<file path="src/rtl/lstm_pkg.sv">
// Shared defaults and the sequencer state encoding for the LSTM controller.
package lstm_pkg;

  localparam int LSTM_DATA_WIDTH  = 16;
  localparam int LSTM_FRACT_WIDTH = 8;
  localparam int LSTM_SEQ_W       = 8;
  localparam int LSTM_CELL_LAT    = 2;

  typedef enum logic [2:0] {
    S_IDLE,
    S_LOAD,
    S_EVAL,
    S_EMIT,
    S_FIN
  } lstm_state_e;

endpackage

</file>
<file path="src/rtl/lstm_seq_ctrl.sv">
// Steps an external combinational lstm_cell over seq_len timesteps:
// takes one X per step, holds recurrent c/h, waits CELL_LAT cycles for the
// cell to settle, captures the results and streams h out.
module lstm_seq_ctrl
  import lstm_pkg::*;
#(
  parameter int DATA_WIDTH  = LSTM_DATA_WIDTH,
  parameter int FRACT_WIDTH = LSTM_FRACT_WIDTH,
  parameter int SEQ_W       = LSTM_SEQ_W,
  parameter int CELL_LAT    = LSTM_CELL_LAT
) (
  input  logic                  clk,
  input  logic                  rst,
  input  logic                  start,
  input  logic                  keep_state,
  input  logic [SEQ_W-1:0]      seq_len,
  input  logic [DATA_WIDTH-1:0] c_init,
  input  logic [DATA_WIDTH-1:0] h_init,
  input  logic [DATA_WIDTH-1:0] x_data,
  input  logic                  x_valid,
  output logic                  x_ready,
  output logic [DATA_WIDTH-1:0] cell_x,
  output logic [DATA_WIDTH-1:0] cell_c,
  output logic [DATA_WIDTH-1:0] cell_h,
  input  logic [DATA_WIDTH-1:0] cell_c_out,
  input  logic [DATA_WIDTH-1:0] cell_h_out,
  output logic [DATA_WIDTH-1:0] h_data,
  output logic                  h_valid,
  input  logic                  h_ready,
  output logic [SEQ_W-1:0]      step,
  output logic                  busy,
  output logic                  done
);

  // Q(INT).FRACT split kept only to document the fixed-point format of c/h.
  localparam int INT_WIDTH = DATA_WIDTH - FRACT_WIDTH;
  localparam int Q_WIDTH   = INT_WIDTH + FRACT_WIDTH;
  localparam int CNT_W     = (CELL_LAT > 1) ? $clog2(CELL_LAT) : 1;
  localparam logic [CNT_W-1:0] CNT_INIT = CNT_W'(CELL_LAT - 1);

  lstm_state_e          state;
  logic [Q_WIDTH-1:0]   c_state;
  logic [Q_WIDTH-1:0]   h_state;
  logic [SEQ_W-1:0]     len_reg;
  logic [CNT_W-1:0]     cnt;

  assign cell_c = c_state;
  assign cell_h = h_state;

  // Sequencer FSM; every handshake/status output is a register updated
  // on the transition into the state that owns it.
  always_ff @(posedge clk) begin
    if (!rst) begin
      state   <= S_IDLE;
      c_state <= '0;
      h_state <= '0;
      len_reg <= '0;
      cnt     <= '0;
      cell_x  <= '0;
      h_data  <= '0;
      h_valid <= 1'b0;
      x_ready <= 1'b0;
      step    <= '0;
      busy    <= 1'b0;
      done    <= 1'b0;
    end else begin
      done <= 1'b0;
      unique case (state)
        S_IDLE: begin
          if (start) begin
            busy <= 1'b1;
            if (!keep_state) begin
              c_state <= c_init;
              h_state <= h_init;
            end
            if (seq_len == '0) begin
              state <= S_FIN;
            end else begin
              state   <= S_LOAD;
              x_ready <= 1'b1;
              step    <= '0;
              len_reg <= seq_len;
            end
          end
        end
        S_LOAD: begin
          if (x_valid) begin
            cell_x  <= x_data;
            cnt     <= CNT_INIT;
            x_ready <= 1'b0;
            state   <= S_EVAL;
          end
        end
        S_EVAL: begin
          if (cnt == '0) begin
            c_state <= cell_c_out;
            h_state <= cell_h_out;
            h_data  <= cell_h_out;
            h_valid <= 1'b1;
            state   <= S_EMIT;
          end else begin
            cnt <= cnt - 1'b1;
          end
        end
        S_EMIT: begin
          if (h_ready) begin
            h_valid <= 1'b0;
            if (step == len_reg - 1'b1) begin
              state <= S_FIN;
            end else begin
              step    <= step + 1'b1;
              x_ready <= 1'b1;
              state   <= S_LOAD;
            end
          end
        end
        S_FIN: begin
          done  <= 1'b1;
          busy  <= 1'b0;
          state <= S_IDLE;
        end
        default: state <= S_IDLE;
      endcase
    end
  end

endmodule

</file>
<file path="config.mk">
export PLATFORM = sky130hd
export DESIGN_NAME = lstm_seq_ctrl
export DESIGN_NICKNAME = d
export VERILOG_FILES = /design/src/rtl/lstm_pkg.sv /design/src/rtl/lstm_seq_ctrl.sv
export SDC_FILE = /design/constraint.sdc
export NUM_CORES = 1
export LEC_CHECK = 0
export ABC_AREA = 1
export BUFFER_PORTS_ARGS = -buffer_cell sky130_fd_sc_hd__buf_2
export CAP_MARGIN = 30
export CORE_MARGIN = 2
export CORE_UTILIZATION = 51
export CTS_CLUSTER_DIAMETER = 150
export DETAILED_ROUTE_END_ITERATION = 10
export GPL_ROUTABILITY_DRIVEN = 0
export PLACE_DENSITY = 0.88
export SYNTH_ARGS = -nofsm -noshare
export SYNTH_HDL_FRONTEND = slang
export SYNTH_SLANG_ARGS = --single-unit
</file>
<file path="constraint.sdc">
create_clock -name clk -period 2.7 [get_ports clk]
set_input_delay 0.81 -clock clk [delete_from_list [all_inputs] [get_ports clk]]
set_output_delay 0.81 -clock clk [all_outputs]
set_load 0.01 [all_outputs]
</file>
==> flow_metrics.env, run 1 <==
export IMPL_synthTopCellsByArea="dfxtp_1, nand2_1, nor2_1, nand3_1, a31oi_1"
export IMPL_r2r_cells=9
export IMPL_max_freq_ghz=0.4878
export IMPL_drc=0
export IMPL_stdcell_area_um2=5041
export IMPL_gr_total_overflow=0
export IMPL_seq_area_frac_synth=0.4500
export IMPL_syn_nets=643
export IMPL_syn_inst=547
export IMPL_placed_cell_area_um2=4821
export IMPL_end_kind="flop"
export IMPL_powerDensity_nw_per_um2=781.9
export IMPL_critPathTopFamily="buffers and inverters"
export IMPL_first_pass_iters=5
export IMPL_critical_path_required_ps=2970
export IMPL_core_area_um2=7331
export IMPL_ys_warnings_count=0
export IMPL_viasPerCell=5.401
export IMPL_outcome="completed"
export IMPL_area_delta_synth_final_pct=28.76
export IMPL_crit_reg2reg_launch="state[1]"
export IMPL_combPwrFrac=0.320
export IMPL_period_needed_ps=2050
export IMPL_critPathMaxStageDelay_ps=370
export IMPL_drtAntennaViolNets=0
export IMPL_wl_per_cell_um=14.02
export IMPL_dp_cells=792
export IMPL_cp_max_fo=64
export IMPL_slew_headroom=0.4808
export IMPL_insertion_delay_ps=350
export IMPL_htree_levels=3
export IMPL_synthTopCellsByCount="nand2_1, dfxtp_1, nor2_1"
export IMPL_grt_usage=0.2660
export IMPL_die_y_um=91.62
export IMPL_start_util=0.5341
export IMPL_p_clk_frac=0.256
export IMPL_ys_types=30
export IMPL_drv_cap=0
export IMPL_finalSetupViolCount=0
export IMPL_drive_above_1_share=0.2934
export IMPL_antennaDiodeCount=0
export IMPL_setup_tns_ps=0
export IMPL_ctsResizeCount=0
export IMPL_min_from="busy"
export IMPL_fin_nets=800
export IMPL_clkSlewWorstSetupHoldPaths_ps=90
export IMPL_grt_setup_unrepaired="false"
export IMPL_power_frac_seq=0.424
export IMPL_io_buffers=169
export IMPL_cts_buffers=9
export IMPL_num_vias=4364
export IMPL_crit_chain="inv_2, nor2_4, nand2_4, nor2_4, inv_2, o21ai_4, buf_12, o21ai_0, a31oi_1"
export IMPL_cp_buffers_inverters=3
export IMPL_swShare=0.3584
export IMPL_cts_setup_buffers=0
export IMPL_dieArea_um2=8393
export IMPL_netlist_area_um2=3915
export IMPL_p_sw_mw=1.413
export IMPL_min_to="busy"
export IMPL_worstReg2RegEnd="cell_h[0]"
export IMPL_cp_slowest_cell="nor2_4"
export IMPL_grt_pass1_vias=4024
export IMPL_holdCritPathClass="flop to flop"
export IMPL_synth_flop_cell="dfxtp_1"
export IMPL_cts_buffer_depth=2
export IMPL_cts_root_buf="clkbuf_8"
export IMPL_worstHoldPathCells=2
export IMPL_ir_worst_vdd_mv=0.4266
export IMPL_r2r_setup_slack_ps=650
export IMPL_cp_arrival_ps=2320
export IMPL_holdWs_ps=466.2
export IMPL_fin_util=0.6877
export IMPL_worstMarginPinSlew_ps=778.0
export IMPL_async_reset_ff_frac=0
export IMPL_p_leak_nw=2.396
export IMPL_grt_pass1_wl_mm=18.23
export IMPL_cts_tree="yes"
export IMPL_finalClockSkew_ps=12.36
export IMPL_synth_edf_count=0
export IMPL_synth_area_leader_cell="dfxtp_1"
export IMPL_antenna_found_initial=0
export IMPL_crit_type="flop to flop"
export IMPL_grt_max_degree=65
export IMPL_finalCritPeriodShare=0.7593
export IMPL_syn_area_per_cell_um2=7.157
export IMPL_synth_most_common_cell="nand2_1"
export IMPL_finalMaxSlewViolations=0
export IMPL_dp_hpwl_mm=8.255
export IMPL_netlist_area_leader_share=0.4500
export IMPL_totalWireLength_mm=11.33
export IMPL_cts_sinks=88
export IMPL_ios=170
export IMPL_synth_seq_cells=88
export IMPL_nFillCells=624
export IMPL_holdBufCountCts=0
export IMPL_num_rows=31
export IMPL_cp_start_kind="flop"
export IMPL_chipWidth_um=91.62
export IMPL_cellInternalPower_mw=2.529
export IMPL_drtIter0Drc=249
export IMPL_hold_viol_final=0
export IMPL_fin_cells=808
## worst reg2reg max path: stages (launching register included)
cell and delay, ps:
dfxtp_1 350, inv_2 90, nor2_4 120, nand2_4 70, nor2_4 370, inv_2 280, o21ai_4 140, buf_12 260
o21ai_0 140, a31oi_1 170
## how the worst max path moves through the flow
| stage | cells after the start | slack, ps | end | start |
|---|---|---|---|---|
| 2_1_floorplan | 10 | 940 | step[1] | seq_len[1] |
| 3_3_place_gp | 9 | 630 | step[7] | seq_len[7] |
| 3_5_place_dp | 9 | 530 | step[5] | seq_len[7] |
| 4_1_cts | 9 | 650 | cell_h[0] | state[1] |
| 5_1_grt | 9 | 490 | cell_h[0] | state[1] |
| 6_report | 9 | 650 | cell_h[0] | state[1] |
## power by group through the flow
stage	combinational (mW)	sequential [mW]	clock [mW]
after floorplan	0.734	1.77	0
after global placement	1.22	1.69	0
after detailed placement	1.26	1.69	0
after CTS	1.26	1.67	1.03
after global routing	1.42	1.69	1.08
final	1.26	1.67	1.01
## routing by layer
metal	wire length, um	vias to the layer above	track usage
li1	-	2135	-
met1	4464	2002	0.3156
met2	5599	206	0.4583
met3	1032	21	0.06081
met4	232	0	0.1174
met5	0	-	0
## through the flow
step,power (mW),setup slack (ps)
global placement,2.910,628.9
finish,3.942,650.0
global route,4.188,488.5
detailed placement,2.955,529.5
CTS,3.959,651.4
floorplan,2.502,935.6
## cell families (layout without fill, tap and decap cells)
logic type,count (synthesis),after routing,synth area share
buf+inv,66,228,0.06839
compound gates,133,133,0.1873
xor+xnor,7,7,0.01566
flops,88,88,0.4500
simple gates,251,251,0.2723
fa+ha+maj,2,2,0.006391
## cell type report
| type | count | area (um^2) | area share |
|---|---|---|---|
| flip-flops and latches | 88 | 1762 | 0.3495 |
| inverters | 35 | 131.4 | 0.02606 |
| well taps | 99 | 123.9 | 0.02457 |
| multi-input cells | 393 | 1886 | 0.3740 |
| clock inverters | 6 | 92.59 | 0.01837 |
| repair buffers | 177 | 918.4 | 0.1822 |
| clock buffers | 10 | 127.6 | 0.02532 |
## cells in the final DEF, fill, tap and decap left out
cell        count
o21ai_1        29
clkbuf_8        9
clkinvlp_4      2
xor2_1          5
bufinv_16       2
a211oi_1        1
o221a_2         1
buf_4           7
nand2_4         1
xnor2_1         2
nor2_4          3
nand2_1       122
or2_0           1
nand3_2         1
ha_1            2
inv_2           9
nand4_1         9
buf_2         169
clkinv_4        1
o21ai_0        29
inv_1          26
a31oi_1        32
a21oi_1        36
clkbuf_1        1
buf_12          1
nor3b_1         2
nor3_1          1
a21boi_0        1
o22ai_1         2
o21ai_4         1
dfxtp_1        88
o21a_1          1
nor2_1         68
inv_6           1
nand3_1        43
(Power assumes the default switching activity.)
==> run 2, diff against run 1 <==
--- a/config.mk
+++ b/config.mk
@@ -9,11 +9,11 @@
 export BUFFER_PORTS_ARGS = -buffer_cell sky130_fd_sc_hd__buf_2
 export CAP_MARGIN = 30
 export CORE_MARGIN = 2
-export CORE_UTILIZATION = 51
+export CORE_UTILIZATION = 47
 export CTS_CLUSTER_DIAMETER = 150
 export DETAILED_ROUTE_END_ITERATION = 10
 export GPL_ROUTABILITY_DRIVEN = 0
-export PLACE_DENSITY = 0.88
+export PLACE_DENSITY = 0.82
 export SYNTH_ARGS = -nofsm -noshare
 export SYNTH_HDL_FRONTEND = slang
 export SYNTH_SLANG_ARGS = --single-unit
==> constraint.sdc (replaced) <==
create_clock -name clk -period 2.1 [get_ports clk]
set_input_delay 0.63 -clock clk [delete_from_list [all_inputs] [get_ports clk]]
set_output_delay 0.63 -clock clk [all_outputs]
set_load 0.01 [all_outputs]
==> run 2 against run 1 <==
Routed wire length up 1.6%. Flip-flop and latch count is the same. Sequential power grew 29%. Core utilization fell by 6.3 points. Via count up 1.6%. Critical path type unchanged. Largest power group unchanged.
==> flow_metrics.env, run 2 (same netlist as run 1, synthesis figures left out) <==
export IMPL_num_rows=33
export IMPL_critical_path_required_ps=2330
export IMPL_worst_slack_ps=114.2
export IMPL_cp_start_kind="flop"
export IMPL_grt_pass1_vias=4108
export IMPL_met1_usage=0.3028
export IMPL_worstMarginPinSlew_ps=480.0
export IMPL_drive_above_1_share=0.3021
export IMPL_gr_total_overflow=0
export IMPL_r2r_setup_slack_ps=110
export IMPL_fin_nets=806
export IMPL_core_area_um2=8134
export IMPL_final_cell_mix="buf_2, nand2_1, dfxtp_1"
export IMPL_nFillCells=737
export IMPL_drtIter0Drc=202
export IMPL_critPathMaxStageDelay_ps=380
export IMPL_grt_pass1_wl_mm=18.46
export IMPL_totalWireLength_mm=11.51
export IMPL_cp_max_fo=6
export IMPL_holdCritPathClass="flop to flop"
export IMPL_grt_max_degree=65
export IMPL_cts_tree="yes"
export IMPL_cts_root_buf="clkbuf_8"
export IMPL_setup_tns_ps=0
export IMPL_holdBufCountCts=0
export IMPL_dieArea_um2=9075
export IMPL_cts_buffers=9
export IMPL_min_to="h_data[13]"
export IMPL_final_common_cell="buf_2"
export IMPL_cp_buffers_inverters=3
export IMPL_grt_usage=0.2550
export IMPL_outcome="completed"
export IMPL_ir_worst_vdd_mv=0.5475
export IMPL_drc=0
export IMPL_critPathTopFamily="simple AND/OR/NAND/NOR gates"
export IMPL_period_needed_ps=1986
export IMPL_finalMaxSlewViolations=0
export IMPL_cts_sinks=88
export IMPL_end_kind="flop"
export IMPL_crit_reg2reg_launch="len_reg[0]"
export IMPL_drv_cap=0
export IMPL_grt_met3_usage=0.07668
export IMPL_crit_type="flop to flop"
export IMPL_start_util=0.4813
export IMPL_grt_util_met2=0.4372
export IMPL_r2r_cells=13
export IMPL_powerDensity_nw_per_um2=979.0
export IMPL_wl_per_cell_um=14.04
export IMPL_hold_viol_final=0
export IMPL_min_from="h_data[13]"
export IMPL_holdWs_ps=464.5
export IMPL_chipWidth_um=95.27
export IMPL_post_place_ws_ps=79.71
export IMPL_antennaDiodeCount=0
export IMPL_ios=170
export IMPL_insertion_delay_ps=350
export IMPL_fin_cells=820
export IMPL_first_pass_iters=5
export IMPL_cts_buffer_depth=2
export IMPL_grt_busiest_layer="met2"
export IMPL_die_y_um=95.27
export IMPL_cp_slowest_cell="dfxtp_1"
export IMPL_drtAntennaViolNets=0
export IMPL_worstHoldPathCells=2
export IMPL_antenna_found_initial=0
export IMPL_p_leak_nw=2.414
export IMPL_clkSlewWorstSetupHoldPaths_ps=90
export IMPL_placed_cell_area_um2=4866
export IMPL_finalClockSkew_ps=12.09
export IMPL_worstReg2RegEnd="step[7]"
export IMPL_viasPerCell=5.407
export IMPL_area_delta_synth_final_pct=29.85
export IMPL_stdcell_area_um2=5084
export IMPL_cp_arrival_ps=2210
export IMPL_finalSetupViolCount=0
export IMPL_max_freq_ghz=0.5036
export IMPL_dp_hpwl_mm=8.332
export IMPL_slew_headroom=0.6797
export IMPL_io_buffers=169
export IMPL_num_vias=4434
export IMPL_dp_cells=803
export IMPL_crit_chain="inv_2, ha_1, nand2_1, inv_1, nor2_1, nand2_1, nor2_1, nand3_1, nor2_2, nand3_2, buf_4, nand4_1, a21oi_1"
export IMPL_htree_levels=3
export IMPL_finalCritPeriodShare=0.9456
[run 2: cell types whose count changed in the layout (fill, tap and decap cells not counted), sizes merged]
cell | previous run | this run
clkinv | 1 | 2
buf | 177 | 183
bufinv | 2 | 1
[run 2: what timing repair did]
| item | 4_1_cts | 5_1_grt |
|---|---|---|
| setup endpoints to repair | 0 | 9 |
| buffers inserted | 0 | 1 |
| resized for setup | 0 | 3 |
| hold endpoints to repair | 0 | 0 |
[run 2: worst min-delay path, stage by stage (launching register included)]
cell	delay, ps
dfxtp_1	320
nand2_1	60
a21oi_1	50
[run 2: area by class of cell]
class                           count  area (um^2)  share of cell area
Multi-Input combinational cell    393         1901              0.3739
Timing Repair Buffer              183        963.4              0.1895
Inverter                           35        131.4             0.02584
Tap cell                          105        131.4             0.02584
Clock buffer                       10        127.6             0.02510
Clock inverter                      6        67.56             0.01329
Sequential cell                    88         1762              0.3465
[run 2: stage by stage]
step                  util  power (mW)
CTS                 0.6222       4.981
global route        0.6250       5.314
global placement    0.5982       3.755
floorplan                -       3.217
detailed placement  0.5982       3.813
finish              0.6250       4.977
[run 2: worst max path at each step]
stage,to,depth (start not counted),startpoint,slack (ps)
after floorplan,x_ready,14,len_reg[0],380
after global placement,step[1],14,len_reg[0],180
after detailed placement,step[6],13,len_reg[0],80
after CTS,step[3],13,len_reg[0],60
after global routing,step[1],14,len_reg[0],-8
final,step[7],13,len_reg[0],110
[run 2: report_power, final]
group | leakage [nW] | total, mW | internal, mW | switching, mW
clock network | 0.0929 | 1.17 | 0.555 | 0.618
registers | 0.720 | 2.15 | 1.96 | 0.184
logic | 1.60 | 1.66 | 0.629 | 1.03
total | 2.41 | 4.98 | 3.15 | 1.83
[run 2: routing by layer]
layer,vias up,routed length [um]
li1,2155,-
met1,2047,4545
met2,207,5673
met3,25,1058
met4,0,234
met5,-,0
==> run 3, diff against run 2 <==
--- a/config.mk
+++ b/config.mk
@@ -9,11 +9,11 @@
 export BUFFER_PORTS_ARGS = -buffer_cell sky130_fd_sc_hd__buf_2
 export CAP_MARGIN = 30
 export CORE_MARGIN = 2
-export CORE_UTILIZATION = 47
+export CORE_UTILIZATION = 30
 export CTS_CLUSTER_DIAMETER = 150
 export DETAILED_ROUTE_END_ITERATION = 10
 export GPL_ROUTABILITY_DRIVEN = 0
-export PLACE_DENSITY = 0.82
+export PLACE_DENSITY = 0.58
 export SYNTH_ARGS = -nofsm -noshare
 export SYNTH_HDL_FRONTEND = slang
 export SYNTH_SLANG_ARGS = --single-unit
==> run 3 against run 2 <==
Routed wire length rose by 7.3%. Clock-buffer cell count did not move. Worst hold slack got worse by 3.3 ps. Largest power group unchanged. Cell area rose by 3.2%. Core utilization fell by 21 points. Combinational power barely moved. Global-route usage fell by 7.6 points.
==> flow_metrics.env, run 3 (same netlist as run 1, synthesis figures left out) <==
export IMPL_gr_total_overflow=0
export IMPL_grt_max_degree=65
export IMPL_nFillCells=1357
export IMPL_cp_max_fo=8
export IMPL_period_needed_ps=1903
export IMPL_antenna_found_initial=0
export IMPL_cp_start_kind="flop"
export IMPL_finalCritPeriodShare=0.9060
export IMPL_drive_above_1_share=0.2982
export IMPL_insertion_delay_ps=340
export IMPL_r2r_cells=13
export IMPL_met1_usage=0.2223
export IMPL_viasPerCell=4.848
export IMPL_ir_worst_vdd_mv=0.4426
export IMPL_core_area_um2=12670
export IMPL_cts_tree="yes"
export IMPL_hold_viol_final=0
export IMPL_num_vias=4281
export IMPL_num_rows=41
export IMPL_cts_buffers=9
export IMPL_grt_util_met2=0.2872
export IMPL_holdBufCountCts=0
export IMPL_finalSetupViolCount=0
export IMPL_first_pass_iters=4
export IMPL_critical_path_required_ps=2300
export IMPL_finalMaxSlewViolations=0
export IMPL_crit_type="flop to flop"
export IMPL_final_common_cell="buf_2"
export IMPL_cts_root_buf="clkbuf_16"
export IMPL_dieArea_um2=13980
export IMPL_worstHoldPathCells=2
export IMPL_power_total_mw=5.347
export IMPL_ios=170
export IMPL_p_leak_nw=2.451
export IMPL_critPathMaxStageDelay_ps=370
export IMPL_htree_levels=3
export IMPL_r2r_setup_slack_ps=200
export IMPL_fin_nets=804
export IMPL_dp_hpwl_mm=9.123
export IMPL_slew_headroom=0.6786
export IMPL_holdCritPathClass="flop to flop"
export IMPL_worstMarginPinSlew_ps=481.6
export IMPL_start_util=0.3090
export IMPL_antennaDiodeCount=0
export IMPL_cp_arrival_ps=2110
export IMPL_end_kind="flop"
export IMPL_grt_usage=0.1791
export IMPL_grt_pass1_vias=4197
export IMPL_final_cell_mix="buf_2, nand2_1, dfxtp_1"
export IMPL_chipWidth_um=118.2
export IMPL_drtIter0Drc=264
export IMPL_clkSlewWorstSetupHoldPaths_ps=60
export IMPL_drv_cap=0
export IMPL_powerDensity_nw_per_um2=1019
export IMPL_cts_sinks=88
export IMPL_min_to="h_data[5]"
export IMPL_min_from="h_data[5]"
export IMPL_setup_tns_ps=0
export IMPL_io_buffers=169
export IMPL_wl_per_cell_um=13.99
export IMPL_grt_met3_usage=0.06226
export IMPL_outcome="completed"
export IMPL_grt_pass1_wl_mm=20.33
export IMPL_drtAntennaViolNets=0
export IMPL_drc=0
export IMPL_worstReg2RegEnd="step[5]"
export IMPL_area_delta_synth_final_pct=34.00
export IMPL_cts_buffer_depth=2
export IMPL_max_freq_ghz=0.5256
export IMPL_die_y_um=118.2
export IMPL_crit_reg2reg_launch="len_reg[0]"
export IMPL_grt_busiest_layer="met2"
export IMPL_totalWireLength_mm=12.35
export IMPL_cts_setup_buffers=0
export IMPL_critPathLaunch="len_reg[0]"
export IMPL_crit_chain="inv_2, ha_1, nand2_1, inv_1, nor2_1, nand2_1, nor2_1, nand3_1, nor2_2, nand3_2, buf_4, nand4_1, a21oi_1"
export IMPL_cp_slowest_cell="dfxtp_1"
export IMPL_finalClockSkew_ps=8.203
run 3: cell count changes in the layout (fill, tap and decap cells not counted):
cell | before | now
buf_4 | 13 | 10
clkbuf_8 | 9 | 0
clkinvlp_4 | 2 | 1
clkinv_2 | 1 | 2
clkbuf_16 | 0 | 9
buf_12 | 1 | 2
inv_6 | 1 | 0
clkinv_4 | 1 | 0
run 3: power breakdown:
group	internal [mW]	switching, mW	total [mW]
combinational	0.632	1.03	1.66
sequential	1.97	0.179	2.14
clock	0.904	0.638	1.54
run 3: final cells by class:
type                       instances  area [um^2]  share of cell area
timing repair buffer             181        960.9              0.1832
inverter                          35        131.4             0.02504
tap                              172        215.2             0.04102
clock inverter                     4        47.55            0.009063
clock buffer                      10        229.0             0.04364
multi-input combinational        393         1901              0.3623
sequential                        88         1762              0.3358
run 3: metrics by stage:
| step | util | cell area [um^2] | setup WS (ps) | cells | hold slack [ps] |
|---|---|---|---|---|---|
| 4_1_cts | 0.4129 | 5231 | 174.7 | 883 | 463.6 |
| 6_report | 0.4140 | 5246 | 197.5 | 883 | 461.2 |
| 3_3_place_gp | 0.3910 | 4955 | 230.2 | 869 | 446.7 |
| 2_1_floorplan | - | 3915 | 377.9 | 547 | 448.0 |
| 3_5_place_dp | 0.3910 | 4955 | 181.4 | 869 | 453.5 |
| 5_1_grt | 0.4140 | 5246 | -18.92 | 883 | 483.4 |
run 3: what timing repair did:
item	4_1_cts	5_1_grt
endpoints found under the hold margin	0	0
gates resized for setup	0	3
endpoints found under the setup margin	0	7
run 3: per-layer routing:
layer / up-vias / share of wire
li1: 2152 / -
met1: 1953 / 0.44
met2: 162 / 0.46
met3: 14 / 0.083
met4: 0 / 0.016
met5: - / 0
run 3: critical path: cells and delay by family, from the launching register on:
family / cells / cell delay (ps)
buf+inv: 3 / 310
compound gates: 1 / 70
flops: 1 / 370
simple gates: 8 / 710
fa+ha+maj: 1 / 300
run 3: how the worst max path moves through the flow:
stage                          to  slack [ps]
after floorplan           x_ready         380
after global placement    step[7]         230
after detailed placement  step[5]         180
after CTS                 step[2]         170
after global routing      step[4]         -20
final                     step[5]         200
